**src/rtl/mem_read_arbiter.sv**
```systemverilog
// Two-requester round-robin arbiter sharing one 4-phase memory read port.
// Requesters use dual-rail commands; rq and mem_ack are synchronized into clk.
module mem_read_arbiter #(
    parameter int AW = 16,
    parameter int DW = 16
) (
    input  logic          clk,
    input  logic          rst_n,
    input  logic [1:0]    rq0,
    input  logic [AW-1:0] addr0,
    output logic          ack0,
    output logic [DW-1:0] rdata0,
    input  logic [1:0]    rq1,
    input  logic [AW-1:0] addr1,
    output logic          ack1,
    output logic [DW-1:0] rdata1,
    output logic          mem_req,
    output logic [AW-1:0] mem_addr,
    input  logic          mem_ack,
    input  logic [DW-1:0] mem_rdata,
    output logic          err
);

    typedef enum logic [1:0] {
        RQ_NULL = 2'b00,
        RQ_NOP  = 2'b01,
        RQ_READ = 2'b10,
        RQ_ILL  = 2'b11
    } rq_code_t;

    typedef enum logic [1:0] {
        IDLE,
        MREQ,
        MREL,
        ACK
    } state_t;

    state_t        state;
    logic          g;
    logic          last;

    logic [1:0]    rq0_m, rq0_s;
    logic [1:0]    rq1_m, rq1_s;
    logic          mem_ack_m, mem_ack_s;

    logic          pend0, pend1, any_pend, illegal;
    logic          pick_g;
    logic [1:0]    pick_cmd;
    logic [AW-1:0] pick_addr;
    logic [1:0]    rq_g_s;

    always_ff @(posedge clk or negedge rst_n) begin
        if (!rst_n) begin
            rq0_m     <= '0;
            rq0_s     <= '0;
            rq1_m     <= '0;
            rq1_s     <= '0;
            mem_ack_m <= 1'b0;
            mem_ack_s <= 1'b0;
        end else begin
            rq0_m     <= rq0;
            rq0_s     <= rq0_m;
            rq1_m     <= rq1;
            rq1_s     <= rq1_m;
            mem_ack_m <= mem_ack;
            mem_ack_s <= mem_ack_m;
        end
    end

    // Illegal 11 codes are excluded from pending; only READ and NOP compete.
    always_comb begin
        pend0     = (rq0_s == RQ_READ) || (rq0_s == RQ_NOP);
        pend1     = (rq1_s == RQ_READ) || (rq1_s == RQ_NOP);
        any_pend  = pend0 || pend1;
        illegal   = (rq0_s == RQ_ILL) || (rq1_s == RQ_ILL);
        pick_g    = (pend0 && pend1) ? ~last : pend1;
        pick_cmd  = pick_g ? rq1_s : rq0_s;
        pick_addr = pick_g ? addr1 : addr0;
        rq_g_s    = g ? rq1_s : rq0_s;
    end

    always_ff @(posedge clk or negedge rst_n) begin
        if (!rst_n) begin
            state    <= IDLE;
            g        <= 1'b0;
            last     <= 1'b1;
            mem_req  <= 1'b0;
            mem_addr <= '0;
            ack0     <= 1'b0;
            ack1     <= 1'b0;
            rdata0   <= '0;
            rdata1   <= '0;
            err      <= 1'b0;
        end else begin
            if (illegal)
                err <= 1'b1;
            case (state)
                IDLE: begin
                    if (any_pend) begin
                        if (pick_cmd == RQ_NOP) begin
                            g     <= pick_g;
                            ack0  <= !pick_g;
                            ack1  <= pick_g;
                            state <= ACK;
                        // A READ waits here until the memory has released its previous ack.
                        end else if (!mem_ack_s) begin
                            g        <= pick_g;
                            mem_addr <= pick_addr;
                            mem_req  <= 1'b1;
                            state    <= MREQ;
                        end
                    end
                end
                MREQ: begin
                    if (mem_ack_s) begin
                        if (g)
                            rdata1 <= mem_rdata;
                        else
                            rdata0 <= mem_rdata;
                        mem_req <= 1'b0;
                        state   <= MREL;
                    end
                end
                MREL: begin
                    if (!mem_ack_s) begin
                        ack0  <= !g;
                        ack1  <= g;
                        state <= ACK;
                    end
                end
                ACK: begin
                    if (rq_g_s == RQ_NULL) begin
                        ack0  <= 1'b0;
                        ack1  <= 1'b0;
                        last  <= g;
                        state <= IDLE;
                    end
                end
                default: state <= IDLE;
            endcase
        end
    end

endmodule

```
**config.mk**
```make
export PLATFORM = sky130hd
export DESIGN_NAME = mem_read_arbiter
export DESIGN_NICKNAME = d
export VERILOG_FILES = /design/src/rtl/mem_read_arbiter.sv
export SDC_FILE = /design/constraint.sdc
export NUM_CORES = 1
export LEC_CHECK = 0
export ABC_CLOCK_PERIOD_IN_PS = 2100
export BUFFER_PORTS_ARGS = -buffer_cell sky130_fd_sc_hd__clkbuf_2
export CORE_ASPECT_RATIO = 0.75
export CORE_MARGIN = 1.5
export CORE_UTILIZATION = 25
export DETAILED_ROUTE_END_ITERATION = 10
export PLACE_DENSITY_LB_ADDON = 0.05
export SYNTH_ARGS = -nofsm -noshare
export SYNTH_HDL_FRONTEND = slang
export SYNTH_SLANG_ARGS = --single-unit
```
**constraint.sdc**
```tcl
create_clock -name clk -period 2.1 [get_ports clk]
set_input_delay 0 -clock clk [delete_from_list [all_inputs] [get_ports clk]]
set_output_delay 0 -clock clk [all_outputs]
set_load 0.03 [all_outputs]
```
==> After elaboration in Yosys (flattened, before gate mapping) <==
Cells that the tools add are included.
{ "totals": {"inputBits": 55, "ff_bits": 66, "word_cells": 85, "output_inout_bits": 52} }
{ "op_classes": {"bitwise": 4, "reduce_logical": 19, "n_eq_ne": 19, "muxes": 27} }
{ "ops": {"columns": ["op", "n"], "rows": [
  ["16-bit 2-to-1 mux", 1],
  ["2-bit 2-to-1 mux", 8],
  ["5-bit AND reduction", 3],
  ["1-bit 2-to-1 mux", 14],
  ["2-bit != test, second input constant", 7],
  ["2-bit == test, second input constant", 6],
  ["3-bit AND reduction", 3],
  ["2-bit by 1-bit == test with 1-bit output, second input constant", 4],
  ["2-bit case mux with 4 select lines", 1],
  ["1-bit case mux with 3 select lines", 2],
  ["2-bit zero test", 2],
  ["1-bit logical OR", 4],
  ["1-bit NOT", 4],
  ["4-bit AND reduction", 1],
  ["3-bit != test, second input constant", 1],
  ["3-bit nonzero test", 1],
  ["1-bit zero test", 2],
  ["2-bit by 1-bit != test with 1-bit output, second input constant", 1],
  ["1-bit case mux with 2 select lines", 1],
  ["2-bit AND reduction", 1],
  ["2-bit nonzero test", 1],
  ["1-bit logical AND", 1]
]} }

==> Depth between registers and ports, before layout <==
Gate-level depths: netlist of run 1.
{ "logic_depth": {"word_depth": 9, "depth_mapped": 8, "mapped_depth_nobuf": 6} }

==> Least setup slack after synthesis of run 1 <==
Ideal clock, no wire load.
{ "synth_timing": {"kind": "register -> register", "startpoint": "register rq0_s[0]", "endpoint": "register ack0", "required_ns": 1.975, "stages_incl_launch_ff": 7, "synth_period_minus_slack_ns": 1.873, "arrival_ns": 1.749, "setup_time_ns": 0.125, "path_slack_ns": 0.227, "cell_sequence": "dfrtp_1 -> ha_1 -> a21boi_4 -> nand3b_1 -> nand2_1 -> nor3_2 -> mux2_2"} }
{ "synth_between": {"elab_chain_len": 8, "word_cells_on_any_way": 18} }
{ "synth_lines": {"columns": ["item", "line_no", "text"], "rows": [
  ["start: declaration", "42", "logic [1:0] rq0_m, rq0_s;"],
  ["start signal: assignment", "62", "rq0_s <= rq0_m;"],
  ["2-bit == test or 2-bit by 1-bit == test with 1-bit output (tied branches)", "72", "pend0 = (rq0_s == RQ_READ) || (rq0_s == RQ_NOP);"],
  ["1-bit logical OR", "72", null],
  ["1-bit logical AND", "76", "pick_g = (pend0 && pend1) ? ~last : pend1;"],
  ["1-bit 2-to-1 mux", "76", null],
  ["2-bit 2-to-1 mux or 1-bit zero test (tied branches)", "77, 102", null],
  ["2-bit by 1-bit == test with 1-bit output or 1-bit 2-to-1 mux (tied branches)", "100", "if (pick_cmd == RQ_NOP) begin"],
  ["2-bit != test (no source line) or 1-bit 2-to-1 mux (tied branches)", null, null],
  ["5-bit AND reduction (no source line) or 1-bit case mux with 3 select lines (tied branches)", null, null],
  ["end signal: assignment", "102", "ack0 <= !pick_g;"],
  ["end signal: assignment", "126", "ack0 <= !g;"],
  ["end: declaration", "11", "output logic ack0,"]
]} }
Parallel ways exist; a longest one is shown, timed or not. The select of a mux whose other input is x is not followed.
A chain may end at the register's enable or synchronous reset.

==> Final worst setup path of run 1 <==
{ "layout_timing": {"startpoint": "register rq0_s[1]", "endpoint": "register ack0"} }
Same word-level chain as after synthesis.

==> results of run 1 <==
-- power by group through the flow --
stage | logic [mW] | clock network, mW | registers (mW)
floorplan | 1.11 | 0 | 3.06
global placement | 2.92 | 0 | 2.11
detailed placement | 2.91 | 0 | 2.12
CTS | 2.99 | 1.81 | 2.10
global route | 3.15 | 1.87 | 2.17
finish | 2.94 | 1.74 | 2.09
-- sequential cells by signal, indices dropped and copies added (netlist names), 2 cells and up --
register	cells
state	2
rq1_m	2
rdata1	16
rq0_m	2
rdata0	16
rq1_s	2
rq0_s	2
mem_addr	16
-- metrics by stage --
| step | std cells | total power, mW | hold slack (ps) | area, um2 |
|---|---|---|---|---|
| 2_1_floorplan | 205 | 4.17 | -296 | 2820 |
| 3_3_place_gp | 450 | 5.03 | 12.1 | 3550 |
| 3_5_place_dp | 450 | 5.03 | 5.73 | 3550 |
| 4_1_cts | 517 | 6.89 | 5.24 | 4420 |
| 5_1_grt | 517 | 7.19 | 24.3 | 4420 |
| 6_report | 517 | 6.77 | 11.9 | 4420 |
-- placed cells by master, fill, tap and decap left out, types with 2 or more instances in the layout --
cell                            Yosys  layout
sky130_fd_sc_hd__dfrtp_1           65      65
sky130_fd_sc_hd__a21oi_1            6       6
sky130_fd_sc_hd__nand2_1            5       5
sky130_fd_sc_hd__mux2i_1           17      17
sky130_fd_sc_hd__buf_12             0       2
sky130_fd_sc_hd__clkbuf_16          0       9
sky130_fd_sc_hd__ha_1               7       7
sky130_fd_sc_hd__dlygate4sd3_1      0      51
sky130_fd_sc_hd__o21ai_0            3       3
sky130_fd_sc_hd__inv_1              4       4
sky130_fd_sc_hd__nor2_1            19      19
sky130_fd_sc_hd__mux2_2            34      34
sky130_fd_sc_hd__nand3b_1           2       2
sky130_fd_sc_hd__buf_4              3       7
sky130_fd_sc_hd__clkbuf_2           0     105
sky130_fd_sc_hd__a21oi_2           12      12
sky130_fd_sc_hd__bufinv_16          0       3
sky130_fd_sc_hd__nand3_2            2       2
sky130_fd_sc_hd__nand2b_1           3       3
-- synth_stat cells --
master,count
sky130_fd_sc_hd__a211oi_4,1
sky130_fd_sc_hd__a21boi_4,1
sky130_fd_sc_hd__a21oi_1,6
sky130_fd_sc_hd__a21oi_2,12
sky130_fd_sc_hd__a22oi_1,1
sky130_fd_sc_hd__a32o_1,1
sky130_fd_sc_hd__buf_2,4
sky130_fd_sc_hd__buf_4,3
sky130_fd_sc_hd__buf_6,2
sky130_fd_sc_hd__clkbuf_1,1
sky130_fd_sc_hd__dfrtp_1,65
sky130_fd_sc_hd__dfstp_2,1
sky130_fd_sc_hd__ha_1,7
sky130_fd_sc_hd__inv_1,4
sky130_fd_sc_hd__mux2_2,34
sky130_fd_sc_hd__mux2i_1,17
sky130_fd_sc_hd__nand2_1,5
sky130_fd_sc_hd__nand2_2,1
sky130_fd_sc_hd__nand2b_1,3
sky130_fd_sc_hd__nand3_1,1
sky130_fd_sc_hd__nand3_2,2
sky130_fd_sc_hd__nand3b_1,2
sky130_fd_sc_hd__nor2_1,19
sky130_fd_sc_hd__nor3_2,1
sky130_fd_sc_hd__o21ai_0,3
sky130_fd_sc_hd__o221ai_1,1
sky130_fd_sc_hd__o311ai_2,1
sky130_fd_sc_hd__o31ai_1,1
sky130_fd_sc_hd__o32a_1,1
sky130_fd_sc_hd__o32ai_1,1
sky130_fd_sc_hd__o41ai_1,1
sky130_fd_sc_hd__or3_1,1
sky130_fd_sc_hd__or3b_1,1
-- what timing repair did --
item | in CTS | in global routing
endpoints found under the hold margin | 71 | 0
setup buffers | 0 | 0
hold buffers | 51 | 0
-- worst max-delay path, stage by stage, from the launching register on --
cell                       delay (ps)
sky130_fd_sc_hd__dfrtp_1          420
sky130_fd_sc_hd__ha_1             360
sky130_fd_sc_hd__a21boi_4         190
sky130_fd_sc_hd__nand3b_1         190
sky130_fd_sc_hd__nand2_1          120
sky130_fd_sc_hd__nor3_2           220
sky130_fd_sc_hd__mux2_2           360
-- cell families after synthesis --
kind of cell | Yosys count | synth area share, %
and+or+nand+nor | 36 | 6.38
adders and majority gates | 7 | 3.10
buffers and inverters | 14 | 2.97
DFF | 66 | 58.5
muxes | 51 | 19.6
AOI/OAI and AO/OA | 31 | 9.44
-- routing by layer --
metal | global-route usage (%) | part of all wire (%) | vias to the layer above | routed length (um)
met2 | 19.9 | 48 | 60 | 3280
li1 | - | - | 1059 | -
met4 | 5.23 | 1.7 | 0 | 116
met5 | 0 | 0 | - | 0
met1 | 14.6 | 44 | 1003 | 3010
met3 | 4.21 | 5.4 | 11 | 368
-- how the worst min path moves through the flow --
stage,start,endpoint,slack (ps),cells past startpoint
3_5_place_dp,rst_n,rdata0[8],6,1
5_1_grt,addr0[8],mem_addr[8],20,3
3_3_place_gp,rst_n,rdata0[8],10,1
2_1_floorplan,rst_n,ack0,-300,0
4_1_cts,addr0[8],mem_addr[8],5,3
6_report,addr1[9],mem_addr[9],10,3
-- final cells by class --
type / count / area, um2
fillers: 1053 / 6570
flip-flops and latches: 66 / 1650
repair buffers: 166 / 1130
multi-input cells: 125 / 1090
clock buffers: 10 / 239
well taps: 140 / 175
clock inverters: 6 / 113
inverters: 4 / 15.0
==> results.sh, run 1 <==
export IMPL_yosysWarnings=0
export IMPL_gr_total_overflow=0
export IMPL_worst_slew_margin_rel_pct=66.1
export IMPL_timing_reg2reg_setup_slack_ps=130
export IMPL_ctsHtreeMaxLevel=3
export IMPL_areaGrowthSynthToFinish_pct=56.4
export IMPL_fin_ws_ps=133
export IMPL_cp_startpoint="rq0_s[1]"
export IMPL_worst_setup_path_type="flop to flop"
export IMPL_cts_buffers=9
export IMPL_cap_violations=0
export IMPL_numPortBuffers=106
export IMPL_worst_hold_path_type="input pin to flop"
export IMPL_routabilityCongestion=0.765
export IMPL_fp_dieW_um=126
export IMPL_setup_worst_path_end_class="flop"
export IMPL_internal_power_mw=4.12
export IMPL_netlist_area_mm2=0.00282
export IMPL_synth_seq_cells=66
export IMPL_synth_top_cell_by_area="sky130_fd_sc_hd__dfrtp_1"
export IMPL_outcome="complete, but fails checks"
export IMPL_design_die_area_mm2=0.0119
export IMPL_synth_top_cells_by_area="sky130_fd_sc_hd__dfrtp_1 58%, sky130_fd_sc_hd__mux2_2 14%, sky130_fd_sc_hd__mux2i_1 6.0%"
export IMPL_start_util_pct=25.7
export IMPL_ctsResizeCount=0
export IMPL_layout_core_utilization_pct=40.2
export IMPL_route_detailed_drc=8
export IMPL_fin_worst_skew_ps=2.76
export IMPL_drt_vias_per_instance=4.13
export IMPL_rsz0062_at_grt="false"
export IMPL_worstSkewPairLatency_ps=320
export IMPL_power_switching_share_pct=39.2
export IMPL_grt_start_max_net_pins=34
export IMPL_dp_worst_setup_slack_ps=130
export IMPL_die_y_um=95.0
export IMPL_floorplan_rows=33
export IMPL_synth_distinct_cells=33
export IMPL_timing_worst_slew_pin_value_ps=508
export IMPL_num_vias=2133
export IMPL_r2r_end="ack0"
export IMPL_io_pin_count=107
export IMPL_power_density_mw_per_mm2=1530
export IMPL_path_clk_slew_ps=60
export IMPL_synth_nets=267
export IMPL_wl_per_cell_um=13.1
export IMPL_antenna_left=0
export IMPL_p_clk_share_pct=25.7
export IMPL_cts_sinks=66
export IMPL_drt_total_wl_um=6780
export IMPL_switchingPower_mw=2.65
export IMPL_drive_above_1_share_pct=49.1
export IMPL_cp_data_arrival_time_ps=2180
export IMPL_tritoncts="done"
export IMPL_finalSetupTns_ps=0
export IMPL_seqPwrFrac_pct=30.9
export IMPL_netlist_instances=205
export IMPL_worst_path_max_fanout=4
export IMPL_coreArea_mm2=0.0110
export IMPL_grt_pass1_wl_um=11000
export IMPL_timing_critical_path_from_type="flop"
export IMPL_peak_supply_drop_mv=0.413
export IMPL_violations="DRC"
export IMPL_max_transition_viols_final=0
export IMPL_initialDrtViolationCount=52
export IMPL_worst_endpoint_required_ps=2310
export IMPL_via_count_of_the_first_global_routing_pass=2218
export IMPL_cp_endpoint="ack0"
export IMPL_fin_crit_sh_pct=93.7
export IMPL_num_antenna_cells=0
export IMPL_antenna_found_initial=0
export IMPL_timing_hold_violations_final=0
export IMPL_clock_fmax_mhz=508
export IMPL_dp_hpwl_um=4660
export IMPL_netlist_area_leader_share_pct=57.6
export IMPL_power_leakage_nw=2.07
export IMPL_nets=434
export IMPL_seq_area_frac_synth_pct=58.5
export IMPL_ctsLongestPathBuffers=2
export IMPL_final_setup_viol_count=0
export IMPL_dr_pass1_iters=7
export IMPL_synth_area_per_cell_um2=13.8
export IMPL_clock_tree_root_cell="sky130_fd_sc_hd__clkbuf_16"
export IMPL_r2r_cells=6
export IMPL_worstReg2RegStart="rq0_s[1]"
export IMPL_combinationalPowerShare_pct=43.4
export IMPL_finalCriticalPeriod_ps=1970
export IMPL_gr_usage_all_layers_pct=12.1
(Power assumes the default switching activity.)
==> run 2: changes to the inputs <==
ABC_CLOCK_PERIOD_IN_PS = 1900   (was 2100)
CAP_MARGIN = 25   (was default)
clock period = 1.9 ns   (was 2.1 ns; I/O delays follow)
==> run 2 against run 1 <==
  * The run still ends with DRC left
  * Utilization increased by 1.1 points
  * Non-clock buffer count increased by 12
  * Final area increased by 2.8%
  * Critical endpoint is now mem_addr[12]
==> results.sh, run 2 (synthesized netlist as in run 1, its figures left out) <==
export IMPL_antenna_left=0
export IMPL_num_vias=2202
export IMPL_post_dp_area_mm2=0.00365
export IMPL_areaGrowthSynthToFinish_pct=60.7
export IMPL_initialDrtViolationCount=81
export IMPL_mostFrequentLayoutCells="105 x sky130_fd_sc_hd__clkbuf_2, 65 x sky130_fd_sc_hd__dfrtp_1, 47 x sky130_fd_sc_hd__dlygate4sd3_1, 34 x sky130_fd_sc_hd__mux2_2, 17 x sky130_fd_sc_hd__mux2i_1"
export IMPL_fin_crit_sh_pct=99.2
export IMPL_floorplan_rows=33
export IMPL_fp_dieW_um=126
export IMPL_outcome="complete, but fails checks"
export IMPL_setup_worst_path_end_class="flop"
export IMPL_drt_vias_per_instance=4.19
export IMPL_die_y_um=95.0
export IMPL_cts_sinks=66
export IMPL_place_detailed_instances=460
export IMPL_num_antenna_cells=0
export IMPL_postLayoutCellArea_mm2=0.00454
export IMPL_final_common_cell="sky130_fd_sc_hd__clkbuf_2"
export IMPL_max_transition_viols_final=0
export IMPL_io_pin_count=107
export IMPL_ctsHtreeMaxLevel=3
export IMPL_clock_fmax_mhz=530
export IMPL_dp_hpwl_um=4810
export IMPL_drive_above_1_share_pct=54.8
export IMPL_coreArea_mm2=0.0110
export IMPL_grt_start_max_net_pins=34
export IMPL_timing_hold_violations_final=0
export IMPL_power_leakage_nw=2.11
export IMPL_routabilityCongestion=0.689
export IMPL_fin_worst_skew_ps=4.80
export IMPL_fin_ws_ps=14.6
export IMPL_start_util_pct=25.7
export IMPL_finalSetupTns_ps=0
export IMPL_timing_worst_slew_pin_value_ps=575
export IMPL_route_detailed_drc=7
export IMPL_dr_pass1_iters=7
export IMPL_cts_buffers=9
export IMPL_worst_endpoint_required_ps=2150
export IMPL_slowest_stage="sky130_fd_sc_hd__dfrtp_1"
export IMPL_power_density_mw_per_mm2=1600
export IMPL_overall_power_of_the_completed_layout_mw=7.27
export IMPL_design_die_area_mm2=0.0119
export IMPL_timing_critical_path_max_delay_family="compound AO/OA/AOI/OAI gates"
export IMPL_cp_buffers_inverters=3
export IMPL_grt_pass1_wl_um=10900
export IMPL_final_setup_viol_count=0
export IMPL_worstSkewPairLatency_ps=320
export IMPL_critPathMaxStageDelay_ps=410
export IMPL_peak_supply_drop_mv=0.394
export IMPL_timing_critical_path_from_type="flop"
export IMPL_ctsLongestPathBuffers=2
export IMPL_worst_hold_path_type="input pin to flop"
export IMPL_path_clk_slew_ps=50
export IMPL_gr_usage_all_layers_pct=12.1
export IMPL_wl_per_cell_um=13.9
export IMPL_fin_cells=525
export IMPL_reg_largest_list="mem_addr (16), rdata0 (16), rdata1 (16)"
export IMPL_dp_worst_setup_slack_ps=-0.762
export IMPL_via_count_of_the_first_global_routing_pass=2209
export IMPL_tritoncts="done"
export IMPL_layout_core_utilization_pct=41.3
export IMPL_final_hold_worst_slack_ps=5.40
export IMPL_gr_total_overflow=0
export IMPL_cap_violations=0
export IMPL_worstPathCellList="ha_4, a21boi_4, nand3b_1, buf_4, a211oi_4, buf_6, clkbuf_16, nor2_1, a21oi_1"
export IMPL_worst_path_max_fanout=8
export IMPL_clock_tree_root_cell="sky130_fd_sc_hd__clkbuf_16"
export IMPL_antenna_found_initial=0
export IMPL_violations="DRC"
export IMPL_drt_total_wl_um=7300
export IMPL_cp_data_arrival_time_ps=2140
export IMPL_finalCriticalPeriod_ps=1890
export IMPL_numPortBuffers=106
export IMPL_worst_slew_margin_rel_pct=61.7
export IMPL_worst_setup_path_type="flop to flop"
export IMPL_rsz0062_at_grt="true"
export IMPL_nets=446
## run 2: power by group
group	switching (mW)	internal, mW
sequential	0.309	2.01
clock	0.552	0.886
combinational	2.11	1.41
total	2.97	4.31
## run 2: worst paths after layout
kind,startpoint,endpoint,slack (ps),depth (start not counted)
max,rq1_s[0],mem_addr[12],10,9
min,addr1[3],mem_addr[3],5,3
max reg2reg,rq1_s[0],mem_addr[12],10,9
min reg2reg,mem_ack_m,mem_ack_s,350,0
max in group asynchronous,rst_n,last,1050,3
min in group asynchronous,rst_n,rdata0[9],220,2
## run 2: layout make-up
| cell class | instances | area (um2) |
|---|---|---|
| Clock inverter | 1 | 5.00 |
| Sequential cell | 66 | 1650 |
| Multi-Input combinational cell | 125 | 1150 |
| Fill cell | 1042 | 6440 |
| Timing Repair Buffer | 178 | 1300 |
| Inverter | 4 | 15.0 |
| Clock buffer | 11 | 243 |
| Tap cell | 140 | 175 |
## run 2: repair_timing
item | CTS | global route
pin swaps | 0 | 1
endpoints found under the hold margin | 71 | 1
setup buffers | 0 | 2
hold buffers | 46 | 1
cloned | 0 | 4
gates resized for setup | 3 | 13
endpoints found under the setup margin | 7 | 19
## run 2: metal layers
layer  wire length (um)  vias up  part of all wire [%]  GRT usage, %
li1                   -     1080                     -             -
met2               3340       58                    46          18.7
met1               3450     1049                    47          15.4
met3                380       15                   5.2          4.43
met5                  0        -                     0             0
met4                131        0                   1.8          5.14
## run 2: tightest hold or removal path, stage by stage
cell,delay [ps]
sky130_fd_sc_hd__clkbuf_2,70
sky130_fd_sc_hd__mux2i_1,80
sky130_fd_sc_hd__a21oi_2,130
